`config.mk`:
```
export PLATFORM = sky130hd
export DESIGN_NAME = systolic_skew_feeder_flat
export DESIGN_NICKNAME = d
export VERILOG_FILES = /design/src/rtl/systolic_skew_feeder_if.sv /design/src/rtl/systolic_skew_feeder.sv /design/src/flat_wrapper.sv
export SDC_FILE = /design/constraint.sdc
export NUM_CORES = 1
export LEC_CHECK = 0
export ABC_AREA = 1
export CELL_PAD_IN_SITES_DETAIL_PLACEMENT = 1
export CELL_PAD_IN_SITES_GLOBAL_PLACEMENT = 1
export CORE_ASPECT_RATIO = 0.5
export CORE_MARGIN = 3
export CORE_UTILIZATION = 40
export CTS_BUF_LIST = sky130_fd_sc_hd__clkbuf_8
export CTS_CLUSTER_DIAMETER = 30
export DETAILED_ROUTE_END_ITERATION = 10
export DONT_BUFFER_PORTS = 1
export PLACE_DENSITY = 0.73
export SYNTH_ARGS = -nofsm -noshare
export SYNTH_HDL_FRONTEND = slang
export SYNTH_SLANG_ARGS = --single-unit
```
`constraint.sdc`:
```
create_clock -name clk -period 2.2 [get_ports clk]
set_input_delay 0.44 -clock clk [delete_from_list [all_inputs] [get_ports clk]]
set_output_delay 0.44 -clock clk [all_outputs]
set_load 0.01 [all_outputs]
```
`src/rtl/systolic_skew_feeder_if.sv`:
```
// -----------------------------------------------------------------------------
// systolic_skew_feeder_if
// Bundles the tile-load port, the run control and the skewed array-facing
// streams of systolic_skew_feeder.
//   master : the side that loads tiles and issues start/abort
//   slave  : the feeder itself
// Signals:
//   ld_en/ld_sel/ld_addr/ld_data -> tile write port, ld_err <- rejected write
//   start/abort                  -> run control
//   busy/done                    <- run status
//   a0/a4/a8/a12                 <- west streams (rows 0..3)
//   w0..w3                       <- north streams (columns 0..3)
//   WEn/pauseProcess             <- array control
// -----------------------------------------------------------------------------
interface systolic_skew_feeder_if #(
    parameter int DW = 8
) ();
    logic          ld_en;
    logic          ld_sel;
    logic [3:0]    ld_addr;
    logic [DW-1:0] ld_data;
    logic          ld_err;
    logic          start;
    logic          abort;
    logic          busy;
    logic          done;
    logic [DW-1:0] a0, a4, a8, a12;
    logic [DW-1:0] w0, w1, w2, w3;
    logic          WEn;
    logic          pauseProcess;

    modport master (
        output ld_en, ld_sel, ld_addr, ld_data, start, abort,
        input  ld_err, busy, done, a0, a4, a8, a12, w0, w1, w2, w3,
               WEn, pauseProcess
    );

    modport slave (
        input  ld_en, ld_sel, ld_addr, ld_data, start, abort,
        output ld_err, busy, done, a0, a4, a8, a12, w0, w1, w2, w3,
               WEn, pauseProcess
    );
endinterface

```
`src/rtl/systolic_skew_feeder.sv`:
```
// -----------------------------------------------------------------------------
// systolic_skew_feeder
// Holds one 4x4 activation tile A and one 4x4 weight tile W and, on start,
// plays them into a 4x4 MAC systolic array as diagonally skewed streams:
// row i of A leaves on the west port i steps late, column j of W leaves on
// the north port j steps late. Seven stream steps are followed by DRAIN_CYC
// zero cycles, then done pulses for one cycle.
// Ports:
//   clk  : rising-edge clock
//   rst  : asynchronous active-low reset
//   bus  : systolic_skew_feeder_if.slave (load port, control, streams)
// -----------------------------------------------------------------------------
module systolic_skew_feeder #(
    parameter int DW        = 8,
    parameter int DRAIN_CYC = 11
) (
    input  logic                 clk,
    input  logic                 rst,
    systolic_skew_feeder_if.slave bus
);
    localparam int STREAM_LEN = 7;
    localparam int CNT_MAX    = (DRAIN_CYC > STREAM_LEN) ? DRAIN_CYC : STREAM_LEN;
    localparam int CW         = $clog2(CNT_MAX);

    localparam logic [CW-1:0] STREAM_LAST = CW'(STREAM_LEN - 1);
    localparam logic [CW-1:0] DRAIN_LAST  = CW'(DRAIN_CYC - 1);

    localparam logic [1:0] IDLE   = 2'd0;
    localparam logic [1:0] STREAM = 2'd1;
    localparam logic [1:0] DRAIN  = 2'd2;

    logic [1:0]                 state;
    logic [CW-1:0]              cnt;
    logic [3:0][3:0][DW-1:0]    a_buf;      // [row][col]
    logic [3:0][3:0][DW-1:0]    w_buf;      // [row][col]
    logic [3:0][DW-1:0]         a_q, w_q;
    logic [3:0][DW-1:0]         a_nxt, w_nxt;
    logic [CW-1:0]              step_nxt;
    logic                       load_step;
    logic                       wr_ok;
    logic                       en_q, done_q, err_q;

    // A write is taken only while idle and not in the very cycle a run is
    // launched, so a run always sees the tile contents from before start.
    assign wr_ok = bus.ld_en && (state == IDLE) && !bus.start;

    // The output registers take a new skew step at the start edge (step 0)
    // and on every STREAM edge except the last, which hands over to DRAIN.
    assign load_step = ((state == IDLE) && bus.start) ||
                       ((state == STREAM) && !bus.abort && (cnt != STREAM_LAST));
    assign step_nxt  = (state == IDLE) ? '0 : cnt + CW'(1);

    // NOTE: every output of a combinational block gets a default first, so no
    // path leaves it unassigned and no latch is inferred.
    always_comb begin
        a_nxt = '0;
        w_nxt = '0;
        // Element (i,k) of A is on the west port of row i at step i+k;
        // element (k,i) of W is on the north port of column i at step k+i.
        for (int i = 0; i < 4; i++) begin
            for (int k = 0; k < 4; k++) begin
                if (int'(step_nxt) == i + k) begin
                    a_nxt[2'(i)] = a_buf[2'(i)][2'(k)];
                    w_nxt[2'(i)] = w_buf[2'(k)][2'(i)];
                end
            end
        end
    end

    // NOTE: the tile buffers are plain flops and are cleared by reset so a run
    // after reset streams zeros; a RAM macro could not be reset this way.
    always_ff @(posedge clk or negedge rst) begin
        if (!rst) begin
            a_buf <= '0;
            w_buf <= '0;
        end else if (wr_ok) begin
            if (bus.ld_sel) begin
                w_buf[bus.ld_addr[3:2]][bus.ld_addr[1:0]] <= bus.ld_data;
            end else begin
                a_buf[bus.ld_addr[3:2]][bus.ld_addr[1:0]] <= bus.ld_data;
            end
        end
    end

    // NOTE: sequential state uses non-blocking assignments so every flop
    // samples pre-edge values regardless of statement order.
    always_ff @(posedge clk or negedge rst) begin
        if (!rst) begin
            state  <= IDLE;
            cnt    <= '0;
            en_q   <= 1'b0;
            done_q <= 1'b0;
            err_q  <= 1'b0;
            a_q    <= '0;
            w_q    <= '0;
        end else begin
            err_q  <= bus.ld_en && !wr_ok;
            done_q <= 1'b0;
            a_q    <= load_step ? a_nxt : '0;
            w_q    <= load_step ? w_nxt : '0;
            case (state)
                IDLE: begin
                    if (bus.start) begin
                        state <= STREAM;
                        cnt   <= '0;
                        en_q  <= 1'b1;
                    end
                end
                STREAM: begin
                    if (bus.abort) begin
                        state <= IDLE;
                        cnt   <= '0;
                        en_q  <= 1'b0;
                    end else if (cnt == STREAM_LAST) begin
                        state <= DRAIN;
                        cnt   <= '0;
                    end else begin
                        cnt <= cnt + CW'(1);
                    end
                end
                DRAIN: begin
                    if (bus.abort) begin
                        state <= IDLE;
                        cnt   <= '0;
                        en_q  <= 1'b0;
                    end else if (cnt == DRAIN_LAST) begin
                        state  <= IDLE;
                        cnt    <= '0;
                        en_q   <= 1'b0;
                        done_q <= 1'b1;
                    end else begin
                        cnt <= cnt + CW'(1);
                    end
                end
                default: begin
                    state <= IDLE;
                    cnt   <= '0;
                    en_q  <= 1'b0;
                end
            endcase
        end
    end

    assign bus.a0           = a_q[0];
    assign bus.a4           = a_q[1];
    assign bus.a8           = a_q[2];
    assign bus.a12          = a_q[3];
    assign bus.w0           = w_q[0];
    assign bus.w1           = w_q[1];
    assign bus.w2           = w_q[2];
    assign bus.w3           = w_q[3];
    assign bus.WEn          = en_q;
    assign bus.pauseProcess = en_q;
    assign bus.busy         = en_q;
    assign bus.done         = done_q;
    assign bus.ld_err       = err_q;
endmodule

```
`src/flat_wrapper.sv`:
```
// flat-port wrapper written by rule: the top's interface ports become plain ports
module systolic_skew_feeder_flat 
#(
    parameter int DW        = 8,
    parameter int DRAIN_CYC = 11
)
  (clk, rst, bus_ld_en, bus_ld_sel, bus_ld_addr, bus_ld_data, bus_start, bus_abort, bus_ld_err, bus_busy, bus_done, bus_a0, bus_a4, bus_a8, bus_a12, bus_w0, bus_w1, bus_w2, bus_w3, bus_WEn, bus_pauseProcess);
  systolic_skew_feeder_if #(.DW(DW)) bus_i ();
  input  logic clk;
  input  logic rst;
  input wire logic [$bits(bus_i.ld_en)-1:0] bus_ld_en;
  input wire logic [$bits(bus_i.ld_sel)-1:0] bus_ld_sel;
  input wire logic [$bits(bus_i.ld_addr)-1:0] bus_ld_addr;
  input wire logic [$bits(bus_i.ld_data)-1:0] bus_ld_data;
  input wire logic [$bits(bus_i.start)-1:0] bus_start;
  input wire logic [$bits(bus_i.abort)-1:0] bus_abort;
  output wire logic [$bits(bus_i.ld_err)-1:0] bus_ld_err;
  output wire logic [$bits(bus_i.busy)-1:0] bus_busy;
  output wire logic [$bits(bus_i.done)-1:0] bus_done;
  output wire logic [$bits(bus_i.a0)-1:0] bus_a0;
  output wire logic [$bits(bus_i.a4)-1:0] bus_a4;
  output wire logic [$bits(bus_i.a8)-1:0] bus_a8;
  output wire logic [$bits(bus_i.a12)-1:0] bus_a12;
  output wire logic [$bits(bus_i.w0)-1:0] bus_w0;
  output wire logic [$bits(bus_i.w1)-1:0] bus_w1;
  output wire logic [$bits(bus_i.w2)-1:0] bus_w2;
  output wire logic [$bits(bus_i.w3)-1:0] bus_w3;
  output wire logic [$bits(bus_i.WEn)-1:0] bus_WEn;
  output wire logic [$bits(bus_i.pauseProcess)-1:0] bus_pauseProcess;
  assign bus_i.ld_en = bus_ld_en;
  assign bus_i.ld_sel = bus_ld_sel;
  assign bus_i.ld_addr = bus_ld_addr;
  assign bus_i.ld_data = bus_ld_data;
  assign bus_i.start = bus_start;
  assign bus_i.abort = bus_abort;
  assign bus_ld_err = bus_i.ld_err;
  assign bus_busy = bus_i.busy;
  assign bus_done = bus_i.done;
  assign bus_a0 = bus_i.a0;
  assign bus_a4 = bus_i.a4;
  assign bus_a8 = bus_i.a8;
  assign bus_a12 = bus_i.a12;
  assign bus_w0 = bus_i.w0;
  assign bus_w1 = bus_i.w1;
  assign bus_w2 = bus_i.w2;
  assign bus_w3 = bus_i.w3;
  assign bus_WEn = bus_i.WEn;
  assign bus_pauseProcess = bus_i.pauseProcess;
  systolic_skew_feeder #(.DW(DW), .DRAIN_CYC(DRAIN_CYC)) u_core (.clk(clk), .rst(rst), .bus(bus_i));
endmodule
```
# Yosys cells after proc, flatten, opt, wreduce, memory -nomap -nowiden
# Cells that the tools add are included.
[totals]
reg_bits = 329
latchBits = 0
ram_bits = 0
mem_bits_ro = 0
input_bits = 18
out_inout_bits = 69
word_cells = 127
mem_count = 0
[op_classes]
addsub = 1
n_mul = 0
n_div = 0
magnitude_cmp = 4
eq_ne = 13
shifts = 0
muxes = 45
n_bitwise = 1
n_reduce_logical = 18
[ops]
columns = ["op", "count"]
rows = [
  ["128-bit bitwise mux", 2],
  ["8-bit two-way mux", 17],
  ["32-bit demux with 2-bit select", 1],
  ["16-bit two-way mux", 2],
  ["32-bit two-way mux", 1],
  ["4-bit two-way mux", 6],
  ["8-bit demux with 2-bit select", 1],
  ["4-bit by 3-bit == test with 1-bit output, second input constant", 3],
  ["4-bit case mux with 3 select lines", 1],
  ["2-bit two-way mux", 5],
  ["4-bit == test, second input constant", 2],
  ["1-bit logical AND", 8],
  ["1-bit two-way mux", 7],
  ["2-bit by 3-bit < comparator with 1-bit output, second input constant", 2],
  ["2-bit case mux with 3 select lines", 1],
  ["3-bit AND reduction", 2],
  ["4-bit by 1-bit adder with 4-bit output, second input constant", 1],
  ["4-bit by 2-bit == test with 1-bit output, second input constant", 1],
  ["2-bit by 1-bit >= comparator with 1-bit output, second input constant", 2],
  ["4-bit zero test", 1],
  ["2-bit != test, second input constant", 2],
  ["4-bit by 3-bit != test with 1-bit output, second input constant", 1],
  ["2-bit AND reduction", 2],
  ["1-bit zero test", 3],
  ["other kinds (8)", 8],
]

# Logic depth before layout (Yosys ltp)
# Gate-level depths: netlist (run 1).
[depth]
ltp_word = 8
mapped_depth = 10

# Least setup slack after synthesis (run 1)
# No wires, ideal clock.
[synth_path]
path_kind = "reg2reg"
from = "register u_core.cnt[0]"
to = "register u_core.a_q, in the netlist u_core.bus.a4[1]"
setup_time_ns = 0.078
arrival_ns = 1.714
t_required_ns = 2.122
path_slack_ns = 0.408
stages_incl_launch_ff = 9
synth_period_minus_slack_ns = 1.792
path_cell_list = "dfrtp_1 > inv_1 > ha_1 > inv_1 > nand2_2 > nor2_1 > buf_2 > nand4_1 > a21oi_1"
[synth_between]
elab_chain_cells = 8
word_cells_on_any_way = 12
[synth_rtl]
columns = ["element", "line", "rtl"]
rows = [
  ["from (decl)", "systolic_skew_feeder.sv:33", "logic [CW-1:0] cnt;"],
  ["from (signal assigned)", "systolic_skew_feeder.sv:118", "cnt <= cnt + CW'(1);"],
  ["from (signal assigned)", "systolic_skew_feeder.sv:132", "cnt <= cnt + CW'(1);"],
  ["4-bit by 1-bit adder with 4-bit output", "systolic_skew_feeder.sv:51", "assign step_nxt = (state == IDLE) ? '0 : cnt + CW'(1);"],
  ["4-bit two-way mux", "systolic_skew_feeder.sv:51", ""],
  ["4-bit by 2-bit == test with 1-bit output", "systolic_skew_feeder.sv:62", "if (int'(step_nxt) == i + k) begin"],
  ["8-bit two-way mux (4 in series)", "systolic_skew_feeder.sv:62", ""],
  ["16-bit two-way mux (*)", "systolic_skew_feeder.sv:99", "a_q <= load_step ? a_nxt : '0;"],
  ["to (signal assigned)", "systolic_skew_feeder.sv:99", ""],
  ["to (decl)", "systolic_skew_feeder.sv:36", "logic [3:0][DW-1:0] a_q, w_q;"],
]
# Mark *: on every way between the ends. The rest lies on a longest branch, timed or not. The select of a mux whose other input is x is not followed.
# A chain may end at the register's enable or synchronous reset.

# Worst setup path after layout (run 1)
[layout_path]
from = "register u_core.state[0]"
to = "register u_core.w_buf[5] (netlist name)"
[layout_between]
elab_chain_cells = 4
[layout_rtl]
columns = ["element", "line", "rtl"]
rows = [
  ["from (decl)", "systolic_skew_feeder.sv:32", "logic [1:0] state;"],
  ["from (signal assigned)", "systolic_skew_feeder.sv:89", "state <= IDLE;"],
  ["from (signal assigned)", "systolic_skew_feeder.sv:104", "state <= STREAM;"],
  ["from (signal assigned)", "systolic_skew_feeder.sv:111", "state <= IDLE;"],
  ["2-bit zero test", "systolic_skew_feeder.sv:45", "assign wr_ok = bus.ld_en && (state == IDLE) && !bus.start;"],
  ["1-bit logical AND (2 in series)", "systolic_skew_feeder.sv:45", ""],
  ["2-bit AND reduction (no source line)", "n/a", ""],
  ["to (signal, indexed assignment)", "systolic_skew_feeder.sv:78", "w_buf[bus.ld_addr[3:2]][bus.ld_addr[1:0]] <= bus.ld_data;"],
  ["to (decl)", "systolic_skew_feeder.sv:35", "logic [3:0][3:0][DW-1:0] w_buf;"],
]
# No other way between the ends.

==> results.py, run 1 <==
metrics = {
    "final_layout": {
        "multi_input_comb_area_mm2": 0.00169,
        "drive_gt1_share_pct": 9.16,
        "area_growth_pct": 4.63,
        "area.sequential_mm2": 0.00263,
        "nNetsFinal": 520,
        "filler_cell_count": 1319,
        "final_core_utilization_pct": 44.2,
        "diodes": 0,
    },
    "clock_network": {
        "clock_path_buffers": 2,
        "post_cts.resized_instances": 0,
        "h_tree_level_count": 3,
        "tritoncts_num_sinks": 105,
        "clk_pin_slew_ns": 0.09,
        "clkLatencyLatePin_ns": 0.38,
        "clk_root_buffer_cell": "sky130_fd_sc_hd__clkbuf_8",
        "tritoncts": "yes",
        "cts-buffers-inserted": 9,
    },
    "power": {
        "power.ir.vdd_worst_v": 0.000522,
        "leakagePower_nw": 2.31,
        "power.density_mw_per_mm2": 1110,
    },
    "place": {
        "gpl.final_weighted_congestion": 0.847,
        "detailedPlace.worstSlack_ns": 0.215,
        "count_of_port_buffers_added_during_placement": 0,
        "place.detailed.hpwl_um": 7650,
    },
    "critical_path": {
        "cp_slowest_cell": "sky130_fd_sc_hd__dfrtp_1",
        "crit-reg2reg-capture": "u_core.w_buf[5]",
        "critPathLaunchType": "flop",
        "worst_ep_required_time_ns": 2.44,
        "r2r_slack_ns": 0.18,
        "reg_to_reg_startpoint": "u_core.state[0]",
        "timing.critical_path.cells": "inv_1 > ha_1 > inv_2 > nor2_4 > and3_2 > nand2_1 > nand2_1 > o21ai_0",
        "path_delay_family": "simple AND/OR/NAND/NOR gates",
        "cp_slowest_stage_delay_ns": 0.40,
        "setup.worst_path.class": "reg -> reg",
        "reg2reg_depth": 8,
        "critPathLaunch": "u_core.state[0]",
        "critical_path.most_common_cell": "sky130_fd_sc_hd__nand2_1",
        "cp_max_fo": 16,
        "worst-path-stages": 8,
        "cp-endpoint": "u_core.w_buf[5]",
        "crit_buf_inv": 2,
        "cp.arrival_ns": 2.26,
        "worstSetupEndpointType": "flop",
    },
    "floorplanning": {
        "core-area_mm2": 0.0113,
        "die_height_um": 83.3,
        "rows": 27,
        "die_area_mm2": 0.0134,
        "initial_core_utilization_pct": 42.3,
        "ios": 87,
        "die-width_um": 161,
    },
    "timing": {
        "setup_repair_after_global_routing_missed_its_margin": "yes",
        "clock_skew_ns": 0.0116,
        "time_the_final_worst_path_needs_with_i_o_delays_and_setup_ns": 2.02,
        "timing_hold_violations_final": 105,
        "hold_ws_ns": -0.250,
        "setup_violations": 0,
        "tightest_slew_margin_relative_to_the_limit_pct": 59.4,
        "post-route-period-util_pct": 92.0,
        "slew_worst_pin_ns": 0.609,
        "final-max-slew-violation-count": 0,
        "setup_ws_ns": 0.175,
        "clock.fmax_mhz": 494,
    },
    "route": {
        "wl_um": 12100,
        "detail-route-antenna-nets": 0,
        "post_drt_wl_per_cell_um": 18.2,
        "detail_route.first_pass.iterations": 4,
        "count_of_vias_placed_by_the_detailed_router": 3494,
        "drt_iter0_drc": 177,
        "number_of_design_rule_violations_left_after_detail_routing": 0,
        "drt-vias-per-instance": 5.29,
    },
    "synth": {
        "ys_seq_area_share_pct": 54.9,
        "synth-warning-count": 0,
        "syn_avg_cell_area_um2": 9.47,
        "synth-async-reset-ratio_pct": 100,
        "post_synth_num_cell_types": 27,
        "syn_inst": 505,
        "synth_edf_count": 0,
        "netlist_area_mm2": 0.00478,
        "ys_ff_latch": 105,
        "synth_top_flop_cell": "sky130_fd_sc_hd__dfrtp_1",
    },
    "run_status": {
        "outcome": "finished, violations left",
        "failed_checks": "negative hold slack",
    },
    "global_routing": {
        "maximum_number_of_pins_on_one_net_before_global_route_repair": 106,
        "globalRoute.totalOverflow": 0,
        "grt_first_pass_wirelength_um": 19900,
        "grt_use_total_pct": 19.1,
        "first_global_vias": 3573,
        "grt_antenna_before_repair": 0,
    },
    "worst_hold_path": {
        "hold_path.class": "in -> async",
    },
    "flow_run": {
        "timing.max_cap.violations": 0,
    },
}
[worst min path at each step]
stage	start	endpoint	slack (ns)
6_report	rst	u_core.bus.w0[5]	-0.25
5_1_grt	rst	u_core.bus.a0[5]	-0.29
4_1_cts	rst	u_core.bus.a4[5]	-0.27
3_5_place_dp	rst	u_core.bus.a0[6]	0.15
3_3_place_gp	rst	u_core.bus.a0[6]	0.15
2_1_floorplan	rst	u_core.a_buf[0]	0.14
[layout make-up]
class	count	share of cell area, %
sequential	105	52.5
multi-input combinational	330	33.9
tap	159	3.98
inverter	39	2.93
clock buffer	10	2.75
timing repair buffer	12	2.30
clock inverter	6	1.68
[Yosys cell counts (all sizes together), types with 2 or more instances]
cell type  count  area (um^2)
nor3           2         26.3
nand3          8         40.0
nand2        103          399
o22ai          3         18.8
o2111ai       16          140
nor4           4         25.0
inv           39          146
dfrtp        105         2630
a21oi         16         80.1
nand4         49          307
o21ai         66          360
ha             5         62.6
nor2          23         93.8
clkbuf        14         52.6
buf           48          378
[metrics by stage]
step           instances  setup TNS (ns)  total power (W)  instance area (um^2)
6_report             661               0          0.00556                  5000
5_1_grt              661        -0.00822          0.00596                  5000
4_1_cts              661               0          0.00562                  5000
3_5_place_dp         645               0          0.00428                  4780
3_3_place_gp         645               0          0.00424                  4780
2_1_floorplan        536               0          0.00384                  4900
[report_power, final]
| group | total (W) | internal, W | switching (W) |
|---|---|---|---|
| Clock | 0.00131 | 0.000666 | 0.000648 |
| Combinational | 0.00163 | 0.000601 | 0.00103 |
| Sequential | 0.00261 | 0.00231 | 0.000301 |
| Total | 0.00556 | 0.00357 | 0.00198 |
[cell families after synthesis]
family | synth area share, %
simple gates | 18.9
flops | 54.9
compound gates | 12.7
buf+inv | 12.1
fa+ha+maj | 1.31
other cells | 0.0784
[layout by cell type (no fill, tap or decap), types with 2 or more instances in the layout]
| cell | count |
|---|---|
| sky130_fd_sc_hd__inv_1 | 39 |
| sky130_fd_sc_hd__nor2_1 | 22 |
| sky130_fd_sc_hd__nor4_1 | 4 |
| sky130_fd_sc_hd__nand2_1 | 98 |
| sky130_fd_sc_hd__o21ai_1 | 24 |
| sky130_fd_sc_hd__o21ai_0 | 34 |
| sky130_fd_sc_hd__nand3_1 | 8 |
| sky130_fd_sc_hd__bufinv_16 | 2 |
| sky130_fd_sc_hd__buf_4 | 10 |
| sky130_fd_sc_hd__dfrtp_1 | 105 |
| sky130_fd_sc_hd__inv_2 | 2 |
| sky130_fd_sc_hd__o2111ai_1 | 16 |
| sky130_fd_sc_hd__nand2_2 | 5 |
| sky130_fd_sc_hd__conb_1 | 32 |
| sky130_fd_sc_hd__a21oi_1 | 16 |
| sky130_fd_sc_hd__o22ai_1 | 3 |
| sky130_fd_sc_hd__nand4_1 | 49 |
| sky130_fd_sc_hd__clkbuf_8 | 10 |
| sky130_fd_sc_hd__buf_12 | 2 |
| sky130_fd_sc_hd__ha_1 | 5 |
| sky130_fd_sc_hd__o21ai_2 | 8 |
[flip-flops by register name, summed over array words and instances (netlist names), 2 cells and up]
register	flops
u_core.a_buf	32
u_core.w_buf	32
u_core.bus.a0	8
u_core.bus.a4	8
u_core.bus.w0	8
u_core.bus.w1	8
u_core.cnt	4
u_core.state	2
[worst reg2reg max path, delay by kind of cell (launching register included)]
family / cells / cell delay [ns]
DFF: 1 / 0.40
and+or+nand+nor: 4 / 0.91
adders and majority gates: 1 / 0.28
buffers and inverters: 2 / 0.20
AOI/OAI and AO/OA: 1 / 0.11
[per-layer routing]
layer  GRT usage (%)  part of all wire [%]
met5               0                     0
met4            4.57                  0.93
met3            4.53                   4.7
met2            31.1                    47
met1            25.8                    47
[what timing repair did]
| action | in CTS | in global routing |
|---|---|---|
| hold endpoints to repair | 105 | 105 |
| setup buffers | 0 | 0 |
| setup endpoints to repair | 0 | 2 |
No activity file was read; power rests on OpenSTA's default activity.
==> inputs of run 2 (changes only) <==
--- a/config.mk
+++ b/config.mk
@@ -15,7 +15,7 @@
 export CTS_CLUSTER_DIAMETER = 30
 export DETAILED_ROUTE_END_ITERATION = 10
 export DONT_BUFFER_PORTS = 1
-export PLACE_DENSITY = 0.73
+export PLACE_DENSITY = 0.74
 export SYNTH_ARGS = -nofsm -noshare
 export SYNTH_HDL_FRONTEND = slang
 export SYNTH_SLANG_ARGS = --single-unit
==> constraint.sdc (replaced) <==
create_clock -name clk -period 1.9 [get_ports clk]
set_input_delay 0.38 -clock clk [delete_from_list [all_inputs] [get_ports clk]]
set_output_delay 0.38 -clock clk [all_outputs]
set_load 0.01 [all_outputs]
==> run 2 against run 1 <==
  * The run still ends with negative hold slack left
  * Register-to-register slack got worse by 0.14 ns
  * Sequential power increased by 16%
  * Sequential cell count unchanged
  * Via count increased by 2.6%
  * Critical endpoint is now u_core.a_buf[39]
==> results.py, run 2 (synthesis gave the netlist of run 1 again) <==
metrics = {
    "run_status": {
        "outcome": "finished, violations left",
        "failed_checks": "negative hold slack",
    },
    "route": {
        "drt-vias-per-instance": 5.30,
        "wl_um": 12500,
        "detail-route-antenna-nets": 0,
        "detail_route.first_pass.iterations": 4,
        "number_of_design_rule_violations_left_after_detail_routing": 0,
        "post_drt_wl_per_cell_um": 18.5,
        "drt_iter0_drc": 193,
        "count_of_vias_placed_by_the_detailed_router": 3585,
    },
    "critical_path": {
        "cp_max_fo": 16,
        "cp-endpoint": "u_core.a_buf[39]",
        "worstSetupEndpointType": "flop",
        "reg2reg_depth": 10,
        "cp.arrival_ns": 2.12,
        "worst_ep_required_time_ns": 2.16,
        "critPathLaunchType": "flop",
        "crit-reg2reg-capture": "u_core.a_buf[39]",
        "critPathLaunch": "u_core.state[0]",
        "r2r_slack_ns": 0.04,
        "setup.worst_path.class": "reg -> reg",
        "reg_to_reg_startpoint": "u_core.state[0]",
    },
    "place": {
        "place.detailed.hpwl_um": 7880,
        "gpl.final_weighted_congestion": 0.805,
        "placed_cells_incl_taps": 655,
        "count_of_port_buffers_added_during_placement": 0,
        "detailedPlace.worstSlack_ns": 0.0526,
    },
    "floorplanning": {
        "rows": 27,
        "ios": 87,
        "die_height_um": 83.3,
        "die-width_um": 161,
        "die_area_mm2": 0.0134,
        "initial_core_utilization_pct": 42.3,
        "core-area_mm2": 0.0113,
    },
    "global_routing": {
        "globalRoute.totalOverflow": 0,
        "grt_use_total_pct": 18.7,
        "maximum_number_of_pins_on_one_net_before_global_route_repair": 106,
        "grt_antenna_before_repair": 0,
        "grt_first_pass_wirelength_um": 20100,
        "first_global_vias": 3684,
    },
    "power": {
        "power.density_mw_per_mm2": 1240,
        "power.total_w": 0.00637,
        "power.ir.vdd_worst_v": 0.000543,
        "leakagePower_nw": 2.41,
    },
    "final_layout": {
        "leading_cell_types_in_the_layout_fill_and_taps_excluded": "sky130_fd_sc_hd__dfrtp_1, sky130_fd_sc_hd__nand2_1, sky130_fd_sc_hd__nand4_1",
        "filler_cell_count": 1322,
        "area_growth_pct": 7.04,
        "reg_top3": "u_core.a_buf: 32 flops, u_core.w_buf: 32 flops",
        "final-instance-count-excl-fill": 676,
        "diodes": 0,
        "drive_gt1_share_pct": 12.4,
        "final_common_cell": "sky130_fd_sc_hd__dfrtp_1",
        "final_core_utilization_pct": 45.2,
        "multi_input_comb_area_mm2": 0.00173,
        "area.sequential_mm2": 0.00263,
        "nNetsFinal": 535,
    },
    "clock_network": {
        "cts-buffers-inserted": 9,
        "tritoncts_num_sinks": 105,
        "clock_path_buffers": 2,
        "clk_pin_slew_ns": 0.10,
        "clk_root_buffer_cell": "sky130_fd_sc_hd__clkbuf_8",
        "tritoncts": "yes",
        "clkLatencyLatePin_ns": 0.37,
        "h_tree_level_count": 3,
    },
    "timing": {
        "setup_violations": 0,
        "clock_skew_ns": 0.0119,
        "time_the_final_worst_path_needs_with_i_o_delays_and_setup_ns": 1.86,
        "clock.fmax_mhz": 536,
        "setup_ws_ns": 0.0359,
        "final-max-slew-violation-count": 0,
        "timing_hold_violations_final": 105,
        "post-route-period-util_pct": 98.1,
        "setup_repair_after_global_routing_missed_its_margin": "yes",
        "hold_ws_ns": -0.305,
    },
    "flow_run": {
        "timing.max_cap.violations": 0,
    },
    "worst_hold_path": {
        "hold_path.class": "in -> async",
    },
}
run 2: changes by cell type in the layout (fill, tap and decap cells not counted), sizes merged:
cell and change:
clkbuf +1, clkinvlp +1, buf +15, bufinv -2, clkinv +1, inv -1
run 2: where the power goes:
group	total [W]	switching, W	internal (W)
registers	0.00302	0.000349	0.00267
logic	0.00202	0.00125	0.000764
clock network	0.00133	0.000778	0.000554
total	0.00637	0.00238	0.00399
run 2: what timing repair did:
action                                 in CTS  in global routing
buffers inserted                            0                  5
gates resized for setup                     0                  7
setup endpoints to repair                   0                 42
endpoints found under the hold margin     105                105
run 2: worst min-delay path by stage:
stage / to / slack (ns) / from
5_1_grt: u_core.bus.a0[6] / -0.33 / rst
3_5_place_dp: u_core.bus.a0[2] / 0.09 / rst
6_report: u_core.bus.a0[6] / -0.30 / rst
3_3_place_gp: u_core.bus.a0[2] / 0.09 / rst
2_1_floorplan: u_core.a_buf[0] / 0.08 / rst
4_1_cts: u_core.bus.a0[2] / -0.32 / rst
run 2: per-layer routing:
| metal | vias up | global-route usage, % | wire [um] |
|---|---|---|---|
| met2 | 99 | 33.0 | 6140 |
| met4 | 0 | 2.91 | 93 |
| met5 | - | 0 | 0 |
| met1 | 1804 | 24.0 | 5650 |
| met3 | 11 | 4.29 | 601 |
| li1 | 1671 | - | - |
run 2: worst max-delay path: stages (launching register included):
cell,delay (ns)
sky130_fd_sc_hd__dfrtp_1,0.39
sky130_fd_sc_hd__inv_1,0.10
sky130_fd_sc_hd__ha_1,0.19
sky130_fd_sc_hd__inv_2,0.08
sky130_fd_sc_hd__nor2_4,0.18
sky130_fd_sc_hd__inv_2,0.09
sky130_fd_sc_hd__nor3_4,0.23
sky130_fd_sc_hd__buf_4,0.18
sky130_fd_sc_hd__nand2_4,0.13
sky130_fd_sc_hd__nand2_1,0.12
sky130_fd_sc_hd__o21ai_2,0.06
run 2: area by class of cell:
class	instances	share of cell area, %
tap	159	3.89
sequential	105	51.3
multi-input combinational	330	33.7
timing repair buffer	27	4.52
inverter	39	2.86
clock inverter	5	0.733
clock buffer	11	2.96
run 2: per-stage QoR:
stage | setup TNS [ns] | instance area (um^2)
2_1_floorplan | 0 | 4900
3_3_place_gp | 0 | 4860
3_5_place_dp | 0 | 4860
4_1_cts | 0 | 5050
5_1_grt | -1.32 | 5120
6_report | 0 | 5120
